File: src/rtl/vx_itr_router_if.sv
// Signal bundle for vx_itr_router: request side, mask writes and per-target delivery.
// master = producers/sockets, slave = router.
interface vx_itr_router_if #(
    parameter int NUM_SOURCES = 4,
    parameter int NUM_TARGETS = 2,
    parameter int VEC_WIDTH   = 8,
    parameter int SRC_W       = (NUM_SOURCES > 1) ? $clog2(NUM_SOURCES) : 1,
    parameter int TGT_W       = (NUM_TARGETS > 1) ? $clog2(NUM_TARGETS) : 1
);
    // Requests transfer on any cycle with src_valid & src_ready (ready never looks at valid).
    // Offers hold tgt_itr_valid with stable vector/src until ack or timeout; done ends the handler.
    logic [NUM_SOURCES-1:0]             src_valid;
    logic [NUM_SOURCES*VEC_WIDTH-1:0]   src_vector;
    logic [NUM_SOURCES*NUM_TARGETS-1:0] src_target;
    logic [NUM_SOURCES-1:0]             src_ready;
    logic                               mask_wr_valid;
    logic [TGT_W-1:0]                   mask_wr_target;
    logic [NUM_SOURCES-1:0]             mask_wr_data;
    logic [NUM_TARGETS-1:0]             tgt_itr_valid;
    logic [NUM_TARGETS*VEC_WIDTH-1:0]   tgt_itr_vector;
    logic [NUM_TARGETS*SRC_W-1:0]       tgt_itr_src;
    logic [NUM_TARGETS-1:0]             tgt_itr_ack;
    logic [NUM_TARGETS-1:0]             tgt_itr_done;
    logic [NUM_TARGETS*NUM_SOURCES-1:0] pending;
    logic [NUM_TARGETS-1:0]             timeout_err;
    logic                               busy;
    logic [2*NUM_TARGETS-1:0]           tgt_state;

    modport master (
        output src_valid, src_vector, src_target, mask_wr_valid, mask_wr_target, mask_wr_data,
        output tgt_itr_ack, tgt_itr_done,
        input  src_ready, tgt_itr_valid, tgt_itr_vector, tgt_itr_src, pending, timeout_err,
        input  busy, tgt_state
    );

    modport slave (
        input  src_valid, src_vector, src_target, mask_wr_valid, mask_wr_target, mask_wr_data,
        input  tgt_itr_ack, tgt_itr_done,
        output src_ready, tgt_itr_valid, tgt_itr_vector, tgt_itr_src, pending, timeout_err,
        output busy, tgt_state
    );
endinterface

File: src/rtl/vx_itr_router.sv
// Multi-source, multi-target interrupt router: per-(target,source) pending bits, per-target
// masking, round-robin selection and an offer/ack/done delivery FSM with ack timeout.
module vx_itr_router #(
    parameter int NUM_SOURCES = 4,
    parameter int NUM_TARGETS = 2,
    parameter int VEC_WIDTH   = 8,
    parameter int ACK_TIMEOUT = 256,
    parameter int SRC_W       = (NUM_SOURCES > 1) ? $clog2(NUM_SOURCES) : 1,
    parameter int TGT_W       = (NUM_TARGETS > 1) ? $clog2(NUM_TARGETS) : 1
) (
    input logic            clk,
    input logic            reset,
    vx_itr_router_if.slave bus
);
    localparam int NS    = NUM_SOURCES;
    localparam int NT    = NUM_TARGETS;
    localparam int TMR_W = $clog2(ACK_TIMEOUT + 1);

    typedef enum logic [1:0] {ST_IDLE = 2'd0, ST_OFFER = 2'd1, ST_ACTIVE = 2'd2} state_e;

    state_e               state_q   [NT];
    state_e               state_d   [NT];
    logic [NS-1:0]        pend_q    [NT];
    logic [NS-1:0]        pend_d    [NT];
    logic [NS-1:0]        mask_q    [NT];
    logic [VEC_WIDTH-1:0] vec_q     [NT][NS];
    logic [SRC_W-1:0]     rr_q      [NT];
    logic [SRC_W-1:0]     rr_d      [NT];
    logic [SRC_W-1:0]     off_src_q [NT];
    logic [SRC_W-1:0]     off_src_d [NT];
    logic [VEC_WIDTH-1:0] off_vec_q [NT];
    logic [VEC_WIDTH-1:0] off_vec_d [NT];
    logic [TMR_W-1:0]     tmr_q     [NT];
    logic [TMR_W-1:0]     tmr_d     [NT];
    logic [NT-1:0]        terr_q, terr_d;
    logic [NS-1:0]        ready, accept;
    logic                 pick_vld  [NT];
    logic [SRC_W-1:0]     pick_src  [NT];
    logic [NT-1:0]        tgt_busy;

    function automatic logic [SRC_W-1:0] wrap_inc(input logic [SRC_W-1:0] s);
        return (int'(s) == NS - 1) ? '0 : s + 1'b1;
    endfunction

    // A source may re-issue only once none of the targets it now addresses still hold it.
    always_comb begin
        ready = '1;
        for (int s = 0; s < NS; s++)
            for (int t = 0; t < NT; t++)
                if (pend_q[t][s] && bus.src_target[s*NT+t]) ready[s] = 1'b0;
        accept = bus.src_valid & ready;
    end

    // Round-robin pick: first eligible source at or after rr, wrapping.
    always_comb begin : pick_blk
        int idx;
        idx = 0;
        for (int t = 0; t < NT; t++) begin
            pick_vld[t] = 1'b0;
            pick_src[t] = '0;
            for (int i = 0; i < NS; i++) begin
                idx = int'(rr_q[t]) + i;
                if (idx >= NS) idx = idx - NS;
                if (!pick_vld[t] && pend_q[t][idx] && mask_q[t][idx]) begin
                    pick_vld[t] = 1'b1;
                    pick_src[t] = SRC_W'(idx);
                end
            end
        end
    end

    always_comb begin
        terr_d = terr_q;
        for (int t = 0; t < NT; t++) begin
            state_d[t]   = state_q[t];
            pend_d[t]    = pend_q[t];
            rr_d[t]      = rr_q[t];
            off_src_d[t] = off_src_q[t];
            off_vec_d[t] = off_vec_q[t];
            tmr_d[t]     = tmr_q[t];
            for (int s = 0; s < NS; s++)
                if (accept[s] && bus.src_target[s*NT+t]) pend_d[t][s] = 1'b1;
            case (state_q[t])
                ST_IDLE: begin
                    if (pick_vld[t]) begin
                        state_d[t]   = ST_OFFER;
                        off_src_d[t] = pick_src[t];
                        off_vec_d[t] = vec_q[t][pick_src[t]];
                        tmr_d[t]     = '0;
                    end
                end
                ST_OFFER: begin
                    if (bus.tgt_itr_ack[t]) begin
                        pend_d[t][off_src_q[t]] = 1'b0;
                        rr_d[t]    = wrap_inc(off_src_q[t]);
                        state_d[t] = ST_ACTIVE;
                    end else if (tmr_q[t] == TMR_W'(ACK_TIMEOUT - 1)) begin
                        // Unacked offer is abandoned but stays pending; rr moves past it.
                        state_d[t] = ST_IDLE;
                        terr_d[t]  = 1'b1;
                        rr_d[t]    = wrap_inc(off_src_q[t]);
                    end else begin
                        tmr_d[t] = tmr_q[t] + 1'b1;
                    end
                end
                ST_ACTIVE: begin
                    if (bus.tgt_itr_done[t]) state_d[t] = ST_IDLE;
                end
                default: state_d[t] = ST_IDLE;
            endcase
        end
    end

    always_ff @(posedge clk or posedge reset) begin
        if (reset) begin
            for (int t = 0; t < NT; t++) begin
                state_q[t]   <= ST_IDLE;
                pend_q[t]    <= '0;
                mask_q[t]    <= '1;
                rr_q[t]      <= '0;
                off_src_q[t] <= '0;
                off_vec_q[t] <= '0;
                tmr_q[t]     <= '0;
                for (int s = 0; s < NS; s++) vec_q[t][s] <= '0;
            end
            terr_q <= '0;
        end else begin
            for (int t = 0; t < NT; t++) begin
                state_q[t]   <= state_d[t];
                pend_q[t]    <= pend_d[t];
                rr_q[t]      <= rr_d[t];
                off_src_q[t] <= off_src_d[t];
                off_vec_q[t] <= off_vec_d[t];
                tmr_q[t]     <= tmr_d[t];
                for (int s = 0; s < NS; s++)
                    if (accept[s] && bus.src_target[s*NT+t])
                        vec_q[t][s] <= bus.src_vector[s*VEC_WIDTH +: VEC_WIDTH];
                if (bus.mask_wr_valid && int'(bus.mask_wr_target) == t)
                    mask_q[t] <= bus.mask_wr_data;
            end
            terr_q <= terr_d;
        end
    end

    for (genvar t = 0; t < NT; t++) begin : g_out
        assign bus.tgt_itr_valid[t]                      = (state_q[t] == ST_OFFER);
        assign bus.tgt_itr_vector[t*VEC_WIDTH +: VEC_WIDTH] = off_vec_q[t];
        assign bus.tgt_itr_src[t*SRC_W +: SRC_W]         = off_src_q[t];
        assign bus.pending[t*NS +: NS]                   = pend_q[t];
        assign bus.tgt_state[2*t +: 2]                   = state_q[t];
        assign tgt_busy[t]                               = (state_q[t] != ST_IDLE) || (|pend_q[t]);
    end

    assign bus.src_ready   = ready;
    assign bus.timeout_err = terr_q;
    assign bus.busy        = |tgt_busy;
endmodule

File: src/flat_wrapper.sv
// flat-port wrapper written by rule: the top's interface ports become plain ports
module vx_itr_router_flat 
#(
    parameter int NUM_SOURCES = 4,
    parameter int NUM_TARGETS = 2,
    parameter int VEC_WIDTH   = 8,
    parameter int ACK_TIMEOUT = 256,
    parameter int SRC_W       = (NUM_SOURCES > 1) ? $clog2(NUM_SOURCES) : 1,
    parameter int TGT_W       = (NUM_TARGETS > 1) ? $clog2(NUM_TARGETS) : 1
)
  (clk, reset, bus_src_valid, bus_src_vector, bus_src_target, bus_mask_wr_valid, bus_mask_wr_target, bus_mask_wr_data, bus_tgt_itr_ack, bus_tgt_itr_done, bus_src_ready, bus_tgt_itr_valid, bus_tgt_itr_vector, bus_tgt_itr_src, bus_pending, bus_timeout_err, bus_busy, bus_tgt_state);
  vx_itr_router_if #(.NUM_SOURCES(NUM_SOURCES), .NUM_TARGETS(NUM_TARGETS), .VEC_WIDTH(VEC_WIDTH), .SRC_W(SRC_W), .TGT_W(TGT_W)) bus_i ();
  input logic clk;
  input logic reset;
  input wire logic [$bits(bus_i.src_valid)-1:0] bus_src_valid;
  input wire logic [$bits(bus_i.src_vector)-1:0] bus_src_vector;
  input wire logic [$bits(bus_i.src_target)-1:0] bus_src_target;
  input wire logic [$bits(bus_i.mask_wr_valid)-1:0] bus_mask_wr_valid;
  input wire logic [$bits(bus_i.mask_wr_target)-1:0] bus_mask_wr_target;
  input wire logic [$bits(bus_i.mask_wr_data)-1:0] bus_mask_wr_data;
  input wire logic [$bits(bus_i.tgt_itr_ack)-1:0] bus_tgt_itr_ack;
  input wire logic [$bits(bus_i.tgt_itr_done)-1:0] bus_tgt_itr_done;
  output wire logic [$bits(bus_i.src_ready)-1:0] bus_src_ready;
  output wire logic [$bits(bus_i.tgt_itr_valid)-1:0] bus_tgt_itr_valid;
  output wire logic [$bits(bus_i.tgt_itr_vector)-1:0] bus_tgt_itr_vector;
  output wire logic [$bits(bus_i.tgt_itr_src)-1:0] bus_tgt_itr_src;
  output wire logic [$bits(bus_i.pending)-1:0] bus_pending;
  output wire logic [$bits(bus_i.timeout_err)-1:0] bus_timeout_err;
  output wire logic [$bits(bus_i.busy)-1:0] bus_busy;
  output wire logic [$bits(bus_i.tgt_state)-1:0] bus_tgt_state;
  assign bus_i.src_valid = bus_src_valid;
  assign bus_i.src_vector = bus_src_vector;
  assign bus_i.src_target = bus_src_target;
  assign bus_i.mask_wr_valid = bus_mask_wr_valid;
  assign bus_i.mask_wr_target = bus_mask_wr_target;
  assign bus_i.mask_wr_data = bus_mask_wr_data;
  assign bus_i.tgt_itr_ack = bus_tgt_itr_ack;
  assign bus_i.tgt_itr_done = bus_tgt_itr_done;
  assign bus_src_ready = bus_i.src_ready;
  assign bus_tgt_itr_valid = bus_i.tgt_itr_valid;
  assign bus_tgt_itr_vector = bus_i.tgt_itr_vector;
  assign bus_tgt_itr_src = bus_i.tgt_itr_src;
  assign bus_pending = bus_i.pending;
  assign bus_timeout_err = bus_i.timeout_err;
  assign bus_busy = bus_i.busy;
  assign bus_tgt_state = bus_i.tgt_state;
  vx_itr_router #(.NUM_SOURCES(NUM_SOURCES), .NUM_TARGETS(NUM_TARGETS), .VEC_WIDTH(VEC_WIDTH), .ACK_TIMEOUT(ACK_TIMEOUT), .SRC_W(SRC_W), .TGT_W(TGT_W)) u_core (.clk(clk), .reset(reset), .bus(bus_i));
endmodule
File: config.mk
export PLATFORM = sky130hd
export DESIGN_NAME = vx_itr_router_flat
export DESIGN_NICKNAME = d
export VERILOG_FILES = /design/src/rtl/vx_itr_router_if.sv /design/src/rtl/vx_itr_router.sv /design/src/flat_wrapper.sv
export SDC_FILE = /design/constraint.sdc
export NUM_CORES = 1
export LEC_CHECK = 0
export CAP_MARGIN = 0
export CELL_PAD_IN_SITES_DETAIL_PLACEMENT = 1
export CELL_PAD_IN_SITES_GLOBAL_PLACEMENT = 2
export CORE_AREA = 3 3 131 133
export CTS_CLUSTER_DIAMETER = 120
export CTS_CLUSTER_SIZE = 25
export DETAILED_ROUTE_END_ITERATION = 6
export DIE_AREA = 0 0 134 136
export GPL_TIMING_DRIVEN = 0
export PLACE_DENSITY = 0.87
export SKIP_LAST_GASP = 1
export SYNTH_ARGS = -nofsm -noshare
export SYNTH_HDL_FRONTEND = slang
export SYNTH_SLANG_ARGS = --single-unit
File: constraint.sdc
create_clock -name clk -period 6.6 [get_ports clk]
set_input_delay 1.98 -clock clk [delete_from_list [all_inputs] [get_ports clk]]
set_output_delay 1.98 -clock clk [all_outputs]
set_load 0.05 [all_outputs]
# Yosys cells after proc, flatten, opt, wreduce, memory -nomap -nowiden
# Index checks and enable logic that the tools add are counted.
totals:
  ff_bits: 128
  elab_cells: 281
classes:
  magnitude_cmp: 22
  n_bitwise: 10
  n_reduce_logical: 63
  eq_ne: 18
  add_sub_neg: 18
  muxes: 126
op_table:
  columns: ["op", "n"]
  rows:
  - ["$lt A32 B4 Y1 const B", 8]
  - ["$mux W32", 8]
  - ["$ge A32 B4 Y1 const B", 6]
  - ["$sub A32 B4 Y32 const B", 6]
  - ["$mux W1", 58]
  - ["$mux W9", 6]
  - ["$mux W2", 22]
  - ["$pmux W9 S2", 2]
  - ["$logic_and A1 B1 Y1", 34]
  - ["$bmux W1 S2", 16]
  - ["$bmux W8 S2", 2]
  - ["$mux W8", 4]
  - ["$add A9 B1 Y9 const B", 2]
  - ["$eq A9 B8 Y1 const B", 2]
  - ["$mux W4", 4]
  - ["$add A2 B2 Y3 const B", 4]
  - ["$and A4 B4 Y4", 3]
  - ["$ne A2 B2 Y1 const B", 6]
  - ["$pmux W2 S3", 2]
  - ["$reduce_and A3 Y1", 4]
  - ["$reduce_bool A2 Y1", 6]
  - ["$eq A2 B1 Y1 const B", 4]
  - ["$not A4 Y4", 2]
  - ["$reduce_and A2 Y1", 4]
  - ["other kinds (19)", 42]

# Logic depth before layout (Yosys ltp)
# Gate-level depths: netlist of the first run.
logic_depth:
  ltp_word: 23
  depth_mapped: 10

# Worst setup path before layout of the first run
# No wires, ideal clock.
synth_path:
  path_kind: "in2out"
  startpoint: "input port bus_src_target[0]"
  endpoint: "output port bus_src_ready[0]"
  path_buffers: 0
  slack_ps: 1739
  t_arrival_ps: 2881
  required_time_ps: 4620
  path_stages: 1
  path_cell_list: "a22oi_1"
synth_via:
  elab_chain_cells: 3
synth_rtl:
  columns: ["item", "line_no", "source"]
  rows:
  - ["start, declared", "flat_wrapper.sv:17", "input wire logic [$bits(bus_i.src_target)-1:0] bus_src_target;"]
  - ["$logic_and A1 B1 Y1", "vx_itr_router.sv:50", "if (pend_q[t][s] && bus.src_target[s*NT+t]) ready[s] = 1'b0;"]
  - ["$mux W1 (2 in a row)", "vx_itr_router.sv:50", null]
  - ["end, declared", "flat_wrapper.sv:23", "output wire logic [$bits(bus_i.src_ready)-1:0] bus_src_ready;"]
# Every way passes these cells.

# Worst setup path after layout of the first run
layout_path:
  startpoint: "input port bus_src_target[2]"
  endpoint: "output port bus_src_ready[1]"
# Same word-level chain as after synthesis.

==> metrics.cfg, run 1 <==
[global_route]
grt_pass1_vias = 4727
grt_antenna_before_repair = 0
grtUsageTotal = 0.185
grt_first_pass_wirelength_um = 25900
grt-ovfl-total = 0
grt_start_max_net_pins = 79

[setup_path]
reg2reg_from = u_core.tmr_q[0]$_DFFE_PP0P_
path_buf_inv = 2
critPathSlowestCell = clkdlybuf4s50_1
required_ns = 4.62
cp.arrival_ns = 3.61
start_kind = input port
crit_fanout = 3
critPathKind = in -> out
ff2ff_setup_slack_ns = 4.06
end_kind = output pin
path_cells = clkdlybuf4s50_1 -> a22oi_1 -> clkdlybuf4s50_1
cpMostUsedCell = clkdlybuf4s50_1
cpLargestDelayFamily = buffers and inverters
reg2reg_depth = 9
cpPeakStageDelay_ns = 0.87
regToRegEndpoint = u_core.tmr_q[5]$_DFFE_PP0P_

[synthesis]
synthTopCellsByArea = dfrtp_1 (52%), mux2_2 (14%), mux2i_1 (5.6%)
syn-cell-area_um2 = 5770
syn_avg_cell_area_um2 = 12.5
synth_async_sr_flop_share = 1.00
synthCells = 462
netlist.area_leader.share = 0.520
synth_nets = 530
synth.distinct_cells = 49
ys_seq_area_frac = 0.557
ys_warn_count = 0
yosysTopAreaCell = dfrtp_1
synth-seq-cells = 128
synth_ff_type = dfrtp_1
synth_edf_count = 0

[clock_tree]
clock_sinks = 128
worstSkewPairLatency_ns = 0.41
cts_setup_buffers = 0
cts_root_buffer = clkbuf_16
cts_buffers = 17
cts_buffer_depth = 2
cts_resized = 0
clk_pin_slew_ns = 0.05
postCtsHoldBufs = 0
htreeDepth = 4
cts_tree = yes

[sta]
fmax_ghz = 0.179
slew_violations = 0
period_needed_ns = 5.59
skew_ns = 0.00608
holdWs_ns = 0.495
finalHoldViolCount = 0
finalSetupTns_ns = 0
fin_crit_sh = 0.847
rsz0062_at_grt = no
setup_viol = 0
slew_headroom = 0.375
tightest_slew_ns = 0.925

[detailed_routing]
num_vias = 4235
drc_errors = 0
routedWlPerCell_um = 20.0
routed_wl_um = 16100
drtPass1Iterations = 4
ant_nets = 0
routed_via_density = 5.25
drt_iter0_drc = 224

[pwr]
switchingPower_mw = 1.61
swShare = 0.398
intPower_mw = 2.43
power_mw = 4.03
cellPowerDensity_nw_per_um2 = 529
leakagePower_nw = 3.29
pwr-share-clk = 0.232
seqPwrFrac = 0.343
power_frac_comb = 0.425
vdd_ir_drop_max_v = 0.000281

[hold_path]
hp-start = u_core.bus.timeout_err[0]$_DFFE_PP0P_
holdPathStages = 1
hp-class = reg -> reg
holdPathEnd = u_core.bus.timeout_err[0]$_DFFE_PP0P_

[placed_design]
routabilityCongestion = 0.805
numPortBuffers = 96
dpl.hpwl_um = 11700
placed_cells = 775

[finish]
nNetsFinal = 646
drive_gt1_frac = 0.213
final_cell_mix = dfrtp_1 (120), clkdlybuf4s50_1 (96), mux2_2 (74), nand2_1 (40), mux2i_1 (32)
syn2layout_area_growth_pct = 32.0
diodes = 0
fin_cells = 807
final_common_cell = dfrtp_1

[status]
status = completed

[die]
initial_core_util = 0.362
dieHeight_um = 136
num_io_pins = 97
rows = 46
die_w_um = 134
core_area_um2 = 15900
dieArea_um2 = 18200

[flow_run]
maxCapViolCount = 0

worst register-to-register path, cell delays in order (launching register included):
cell,delay [ns]
dfrtp_1,0.41
ha_1,0.22
and3_1,0.22
nand2_1,0.08
nor2_1,0.05
ha_1,0.22
nor3_1,0.65
nor2_1,0.25
o21ai_0,0.23
o21ai_0,0.11
per-layer routing:
| metal | vias to the layer above | global-route usage | wire length [um] |
|---|---|---|---|
| met5 | - | 0 | 0 |
| met4 | 0 | 0.0634 | 268 |
| met3 | 16 | 0.0392 | 657 |
| met2 | 122 | 0.321 | 8070 |
| met1 | 2186 | 0.230 | 7150 |
| li1 | 1911 | - | - |
power groups by stage:
stage / sequential, mW / combinational, mW / clock, mW
finish: 1.38 / 1.71 / 0.936
floorplan: 1.61 / 0.885 / 0
global placement: 1.36 / 1.67 / 0
global route: 1.43 / 1.84 / 0.996
CTS: 1.38 / 1.74 / 0.955
detailed placement: 1.39 / 1.72 / 0
Yosys cell counts (all sizes together) (2+ instances only):
master,count
a21o,2
a21oi,6
a22oi,13
a31o,2
and2,2
and3,2
buf,6
clkbuf,2
dfrtp,120
dfstp,8
ha,12
inv,22
mux2,74
mux2i,32
nand2,43
nand2b,2
nand3,15
nand4,5
nor2,22
nor3,3
nor4,2
o21ai,18
o221ai,18
o22ai,2
o31ai,2
o41ai,2
or2,3
or3,3
xor2,7
state kept, by name, indices dropped and copies added, names as in the netlist:
name	flops
u_core.vec_q	64
u_core.tmr_q	18
u_core.bus.tgt_itr_vector	16
u_core.bus.pending	8
u_core.mask_q	8
u_core.bus.tgt_itr_src	4
u_core.bus.tgt_state	4
u_core.rr_q	4
u_core.bus.timeout_err	2
through the flow:
step	instance area, um^2	util	setup slack, ns
2_1_floorplan	5770	-	1.22
3_3_place_gp	7000	0.439	-0.458
3_5_place_dp	7030	0.441	1.05
4_1_cts	7620	0.478	1.04
5_1_grt	7620	0.478	0.939
6_report	7620	0.478	1.01
how the worst max path moves through the flow:
stage,startpoint,end,slack [ns],cells past startpoint
after floorplan,reset,u_core.bus.pending[0]$_DFF_PP0_,1.22,1
after global placement,reset,u_core.bus.tgt_state[0]$_DFFE_PP0P_,-0.46,2
after detailed placement,bus_src_target[2],bus_src_ready[1],1.05,3
after CTS,bus_src_target[2],bus_src_ready[1],1.04,3
after global routing,bus_src_target[2],bus_src_ready[1],0.94,3
final,bus_src_target[2],bus_src_ready[1],1.01,3
cell type report:
class	count	area (um^2)
repair buffers	97	988
well taps	216	270
multi-input cells	304	2410
inverters	22	87.6
flip-flops and latches	128	3210
fillers	1649	8320
plain buffers	8	60.1
clock buffers	26	479
clock inverters	6	105
logic make-up after synthesis:
family | synth area share
simple gates | 0.0848
flops | 0.557
fa+ha+maj | 0.0260
xor+xnor | 0.0106
mux | 0.200
buf+inv | 0.0247
compound gates | 0.0971
Power figures use the tool's default switching activity.
==> run 2: changes to the inputs <==
Settings changed: CORE_AREA 3 3 131 133 to 3 3 139 141, DIE_AREA 0 0 134 136 to 0 0 142 144, PLACE_DENSITY 0.87 to 0.82.
Clock period 6.6 ns to 4.95 ns, I/O delays scaled along.
==> run 2 against run 1 <==
  * Die area increased by 12%
  * Power rose by 39%
  * First-iteration DRC count is 41% lower
  * Largest power group unchanged
==> metrics.cfg, run 2 (synthesis results as in run 1) <==
[status]
status = completed

[finish]
syn2layout_area_growth_pct = 34.2
final_common_cell = dfrtp_1
fillCellCount = 1876  ; +14%
final_cell_mix = dfrtp_1 (120), clkdlybuf4s50_1 (96), mux2_2 (74), nand2_1 (40), mux2i_1 (32)
largest_reg_flops = 64  ; unchanged
utilization = 0.428  ; -0.0497
nNetsFinal = 646  ; unchanged
fin_cells = 820  ; +1.6%
drive_gt1_frac = 0.222  ; +0.00846
regMostFlops = u_core.vec_q
finalInstanceArea_um2 = 7740  ; +1.6%
diodes = 0  ; unchanged

[sta]
setup_viol = 0  ; unchanged
slew_violations = 0  ; unchanged
finalSetupTns_ns = 0  ; unchanged
setup_ws_ns = 0.378  ; -0.634 ns
finalHoldViolCount = 0  ; unchanged
holdWs_ns = 0.471  ; -0.0236 ns
period_needed_ns = 4.57
rsz0062_at_grt = no
fin_crit_sh = 0.924
slew_headroom = 0.438  ; +0.0635
fmax_ghz = 0.219
skew_ns = 0.00853  ; +0.00244 ns
tightest_slew_ns = 0.831  ; -0.0940 ns

[detailed_routing]
routedWlPerCell_um = 20.8  ; +4.1%
drtPass1Iterations = 4  ; unchanged
routed_via_density = 5.14  ; -2.1%
routed_wl_um = 17100  ; +5.7%
ant_nets = 0  ; unchanged
drc_errors = 0  ; unchanged
drt_iter0_drc = 132  ; -41%
num_vias = 4213  ; -0.52%

[clock_tree]
clock_sinks = 128  ; unchanged
clk_pin_slew_ns = 0.05  ; about the same
cts_setup_buffers = 0  ; unchanged
worstSkewPairLatency_ns = 0.43  ; +0.02 ns
htreeDepth = 4  ; unchanged
cts_tree = yes
postCtsHoldBufs = 0  ; unchanged
cts_buffers = 17  ; unchanged
cts_buffer_depth = 2  ; unchanged
cts_root_buffer = clkbuf_16
cts_resized = 0  ; unchanged

[die]
num_io_pins = 97  ; unchanged
core_area_um2 = 18100  ; +13%
die_w_um = 142  ; +6.0%
dieArea_um2 = 20400  ; +12%
dieHeight_um = 144  ; +5.9%
initial_core_util = 0.319  ; -0.0429
rows = 49  ; +6.5%

[global_route]
grt_pass1_vias = 4781  ; +1.1%
grtUsageTotal = 0.172  ; -0.0127
grt-ovfl-total = 0  ; unchanged
grt_antenna_before_repair = 0  ; unchanged
met3_usage = 0.0430  ; +0.00376
grt_util_met1 = 0.210  ; -0.0197
top_usage_layer = met2
grtUsageMet2 = 0.297  ; -0.0240
grt_start_max_net_pins = 69  ; -13%
grt_first_pass_wirelength_um = 26700  ; +3.1%

[setup_path]
cp.arrival_ns = 3.09  ; -0.52 ns
required_ns = 3.46  ; -1.16 ns
critPathSlowestCell = clkdlybuf4s50_1
path_cells = clkdlybuf4s50_1 -> a22oi_1 -> clkdlybuf4s50_1
cpMostUsedCell = clkdlybuf4s50_1
start_kind = input port
cpPeakStageDelay_ns = 0.87  ; about the same
end_kind = output pin
crit_fanout = 3  ; unchanged
critPathKind = in -> out

[flow_run]
maxCapViolCount = 0  ; unchanged

[placed_design]
place_area_um2 = 7050  ; +0.23%
routabilityCongestion = 0.819  ; +1.7%
placed_cells = 788  ; +1.7%
dpl.hpwl_um = 12500  ; +6.5%
numPortBuffers = 96  ; unchanged
place_ws_ns = 0.389  ; -0.657 ns

[pwr]
leakagePower_nw = 3.35  ; +1.5%
power_mw = 5.60  ; +39%
vdd_ir_drop_max_v = 0.000316  ; +13%
cellPowerDensity_nw_per_um2 = 723  ; +37%

[hold_path]
hp-class = reg -> reg

[run 2: critical path, delay by kind of cell]
family                 cells  cell delay (ns)
AO/OA/AOI/OAI              1             0.30
buffers and inverters      2             1.31
[run 2: layout make-up]
cell class | count | area [um^2] | share of cell area
timing repair buffer | 97 | 988 | 0.128
multi-input combinational | 304 | 2410 | 0.312
tap | 229 | 287 | 0.0370
clock buffer | 21 | 460 | 0.0595
buffer | 8 | 60.1 | 0.00776
clock inverter | 11 | 233 | 0.0301
inverter | 22 | 87.6 | 0.0113
sequential | 128 | 3210 | 0.415
[run 2: worst paths after layout]
check	from	endpoint	slack, ns	cells after the start
max in group asynchronous	reset	u_core.tmr_q[11]$_DFFE_PP0P_	2.70	3
min in group asynchronous	reset	u_core.vec_q[4]$_DFFE_PP0P_	1.51	2
min reg2reg	u_core.bus.timeout_err[1]$_DFFE_PP0P_	u_core.bus.timeout_err[1]$_DFFE_PP0P_	0.47	1
min	u_core.bus.timeout_err[1]$_DFFE_PP0P_	u_core.bus.timeout_err[1]$_DFFE_PP0P_	0.47	1
max reg2reg	u_core.tmr_q[0]$_DFFE_PP0P_	u_core.tmr_q[4]$_DFFE_PP0P_	2.37	9
max	bus_src_target[4]	bus_src_ready[2]	0.38	3
[run 2: layer usage]
layer	wire (um)	part of all wire
met1	7420	0.43
met2	8690	0.51
met3	627	0.037
met4	335	0.020
met5	0	0
[run 2: power breakdown]
part | internal (mW) | switching, mW
clock | 1.02 | 0.458
combinational | 0.927 | 1.37
sequential | 1.49 | 0.336
==> run 3: changes to the inputs <==
Settings changed: CELL_PAD_IN_SITES_GLOBAL_PLACEMENT 2 to 1, CORE_AREA 3 3 139 141 to 3 3 126 128, DIE_AREA 0 0 142 144 to 0 0 129 131, PLACE_DENSITY 0.82 to 0.84.
==> run 3 against run 2 <==
  * Via count grew 1.5%
  * Power is 2.0% lower
  * Fmax about the same
  * Die area shrank 17%
  * Core utilization increased by 8.1 points
  * Non-clock buffer count unchanged
  * Combinational power barely moved
  * Setup slack gained 0.0032 ns
  * Critical path type unchanged
  * Highest routed layer unchanged
==> metrics.cfg, run 3 (synthesis results as in run 1) <==
[status]
status = completed

[placed_design]
routabilityCongestion = 0.841  ; +2.7%
dpl.hpwl_um = 11600  ; -7.2%
numPortBuffers = 96  ; unchanged

[setup_path]
cp.arrival_ns = 3.08  ; about the same
critPathKind = in -> out
end_kind = output pin
cpPeakStageDelay_ns = 0.86  ; about the same
required_ns = 3.46  ; about the same
path_cells = clkdlybuf4s50_1 -> a22oi_1 -> clkdlybuf4s50_1
critPathSlowestCell = clkdlybuf4s50_1
crit_fanout = 3  ; unchanged
cpLargestDelayFamily = buffers and inverters
path_buf_inv = 2  ; unchanged
cpMostUsedCell = clkdlybuf4s50_1
start_kind = input port

[finish]
diodes = 0  ; unchanged
largest_reg_flops = 64  ; unchanged
final_common_cell = dfrtp_1
drive_gt1_frac = 0.220  ; -0.00169
syn2layout_area_growth_pct = 32.2
final_cell_mix = dfrtp_1 (120), clkdlybuf4s50_1 (96), mux2_2 (74), nand2_1 (40), mux2i_1 (32)
regMostFlops = u_core.vec_q
utilization = 0.509  ; +0.0810
nNetsFinal = 646  ; unchanged

[clock_tree]
cts_buffers = 17  ; unchanged
cts_resized = 0  ; unchanged
worstSkewPairLatency_ns = 0.42  ; about the same
cts_buffer_depth = 2  ; unchanged
htreeDepth = 4  ; unchanged
cts_tree = yes
clk_pin_slew_ns = 0.05  ; about the same
cts_root_buffer = clkbuf_16
cts_setup_buffers = 0  ; unchanged
clock_sinks = 128  ; unchanged
postCtsHoldBufs = 0  ; unchanged

[pwr]
leakagePower_nw = 3.31  ; -1.0%
power_mw = 5.49  ; -2.0%
cellPowerDensity_nw_per_um2 = 720  ; -0.46%
vdd_ir_drop_max_v = 0.000338  ; +6.8%

[detailed_routing]
routedWlPerCell_um = 21.0  ; +0.77%
ant_nets = 0  ; unchanged
drt_iter0_drc = 318  ; +140%
routed_via_density = 5.49  ; +6.9%
num_vias = 4278  ; +1.5%
drc_errors = 0  ; unchanged
routed_wl_um = 16300  ; -4.3%
drtPass1Iterations = 4  ; unchanged

[hold_path]
hp-class = reg -> reg

[sta]
finalHoldViolCount = 0  ; unchanged
fmax_ghz = 0.219  ; about the same
rsz0062_at_grt = no
slew_violations = 0  ; unchanged
fin_crit_sh = 0.923  ; about the same
slew_headroom = 0.408  ; -0.0308
tightest_slew_ns = 0.877  ; +0.0456 ns
finalSetupTns_ns = 0  ; unchanged
setup_viol = 0  ; unchanged
period_needed_ns = 4.57  ; -0.00319 ns
skew_ns = 0.00417  ; -0.00435 ns

[global_route]
grt-ovfl-total = 0  ; unchanged
grt_first_pass_wirelength_um = 26200  ; -1.8%
grt_pass1_vias = 4939  ; +3.3%
grt_antenna_before_repair = 0  ; unchanged
grtUsageTotal = 0.205  ; +0.0328
grt_start_max_net_pins = 90  ; +30%

[die]
dieHeight_um = 131  ; -9.0%
dieArea_um2 = 16900  ; -17%
initial_core_util = 0.385  ; +0.0662
core_area_um2 = 15000  ; -17%
num_io_pins = 97  ; unchanged
die_w_um = 129  ; -9.2%
rows = 45  ; -8.2%

[flow_run]
maxCapViolCount = 0  ; unchanged

-- run 3: cell count changes in the layout (fill, tap and decap cells not counted), sizes merged --
cell	previous run	this run
bufinv	7	5
clkinv	3	5
clkbuf	23	22
clkinvlp	1	2
-- run 3: per-stage QoR --
stage	hold WS, ns	cell area (um^2)	instances	worst slack (ns)
after floorplan	0.449	5770	462	0.0656
after global placement	0.454	6970	746	-1.52
after detailed placement	0.460	7000	747	0.385
after CTS	0.494	7630	779	0.377
after global routing	0.514	7630	779	0.314
final	0.480	7630	779	0.381
-- run 3: path summary, 6_finish.rpt --
| check | slack (ns) | from | endpoint | cells past startpoint |
|---|---|---|---|---|
| max in group asynchronous | 2.71 | reset | u_core.mask_q[2]$_DFFE_PP1P_ | 3 |
| worst max-delay path | 0.38 | bus_src_target[6] | bus_src_ready[3] | 3 |
| worst min register to register | 0.48 | u_core.bus.timeout_err[0]$_DFFE_PP0P_ | u_core.bus.timeout_err[0]$_DFFE_PP0P_ | 1 |
| worst min-delay path | 0.48 | u_core.bus.timeout_err[0]$_DFFE_PP0P_ | u_core.bus.timeout_err[0]$_DFFE_PP0P_ | 1 |
| worst max register to register | 2.45 | u_core.tmr_q[0]$_DFFE_PP0P_ | u_core.tmr_q[5]$_DFFE_PP0P_ | 9 |
| min in group asynchronous | 1.43 | reset | u_core.vec_q[32]$_DFFE_PP0P_ | 2 |
-- run 3: cell type report --
class,instances,area (um^2)
sequential,128,3210
clock buffer,20,437
multi-input combinational,304,2410
timing repair buffer,97,988
tap,188,235
clock inverter,12,190
inverter,22,87.6
fill,1536,7350
buffer,8,60.1
-- run 3: worst reg2reg max path, cell delays in order, from the launching register on --
cell,delay [ns]
dfrtp_1,0.41
ha_1,0.23
and3_1,0.22
nand2_1,0.08
nor2_1,0.04
ha_1,0.22
nor3_1,0.63
nor2_1,0.23
o21ai_0,0.21
o21ai_0,0.11
-- run 3: where the power goes --
group / switching [mW] / internal, mW
combinational: 1.38 / 0.927
sequential: 0.350 / 1.49
clock: 0.453 / 0.887
-- run 3: routing by layer --
metal  track usage  up-vias  routed length [um]
li1              -     1923                   -
met1         0.244     2212                6710
met2         0.365      126                8460
met3        0.0581       17                 949
met4        0.0568        0                 220
met5             0        -                   0
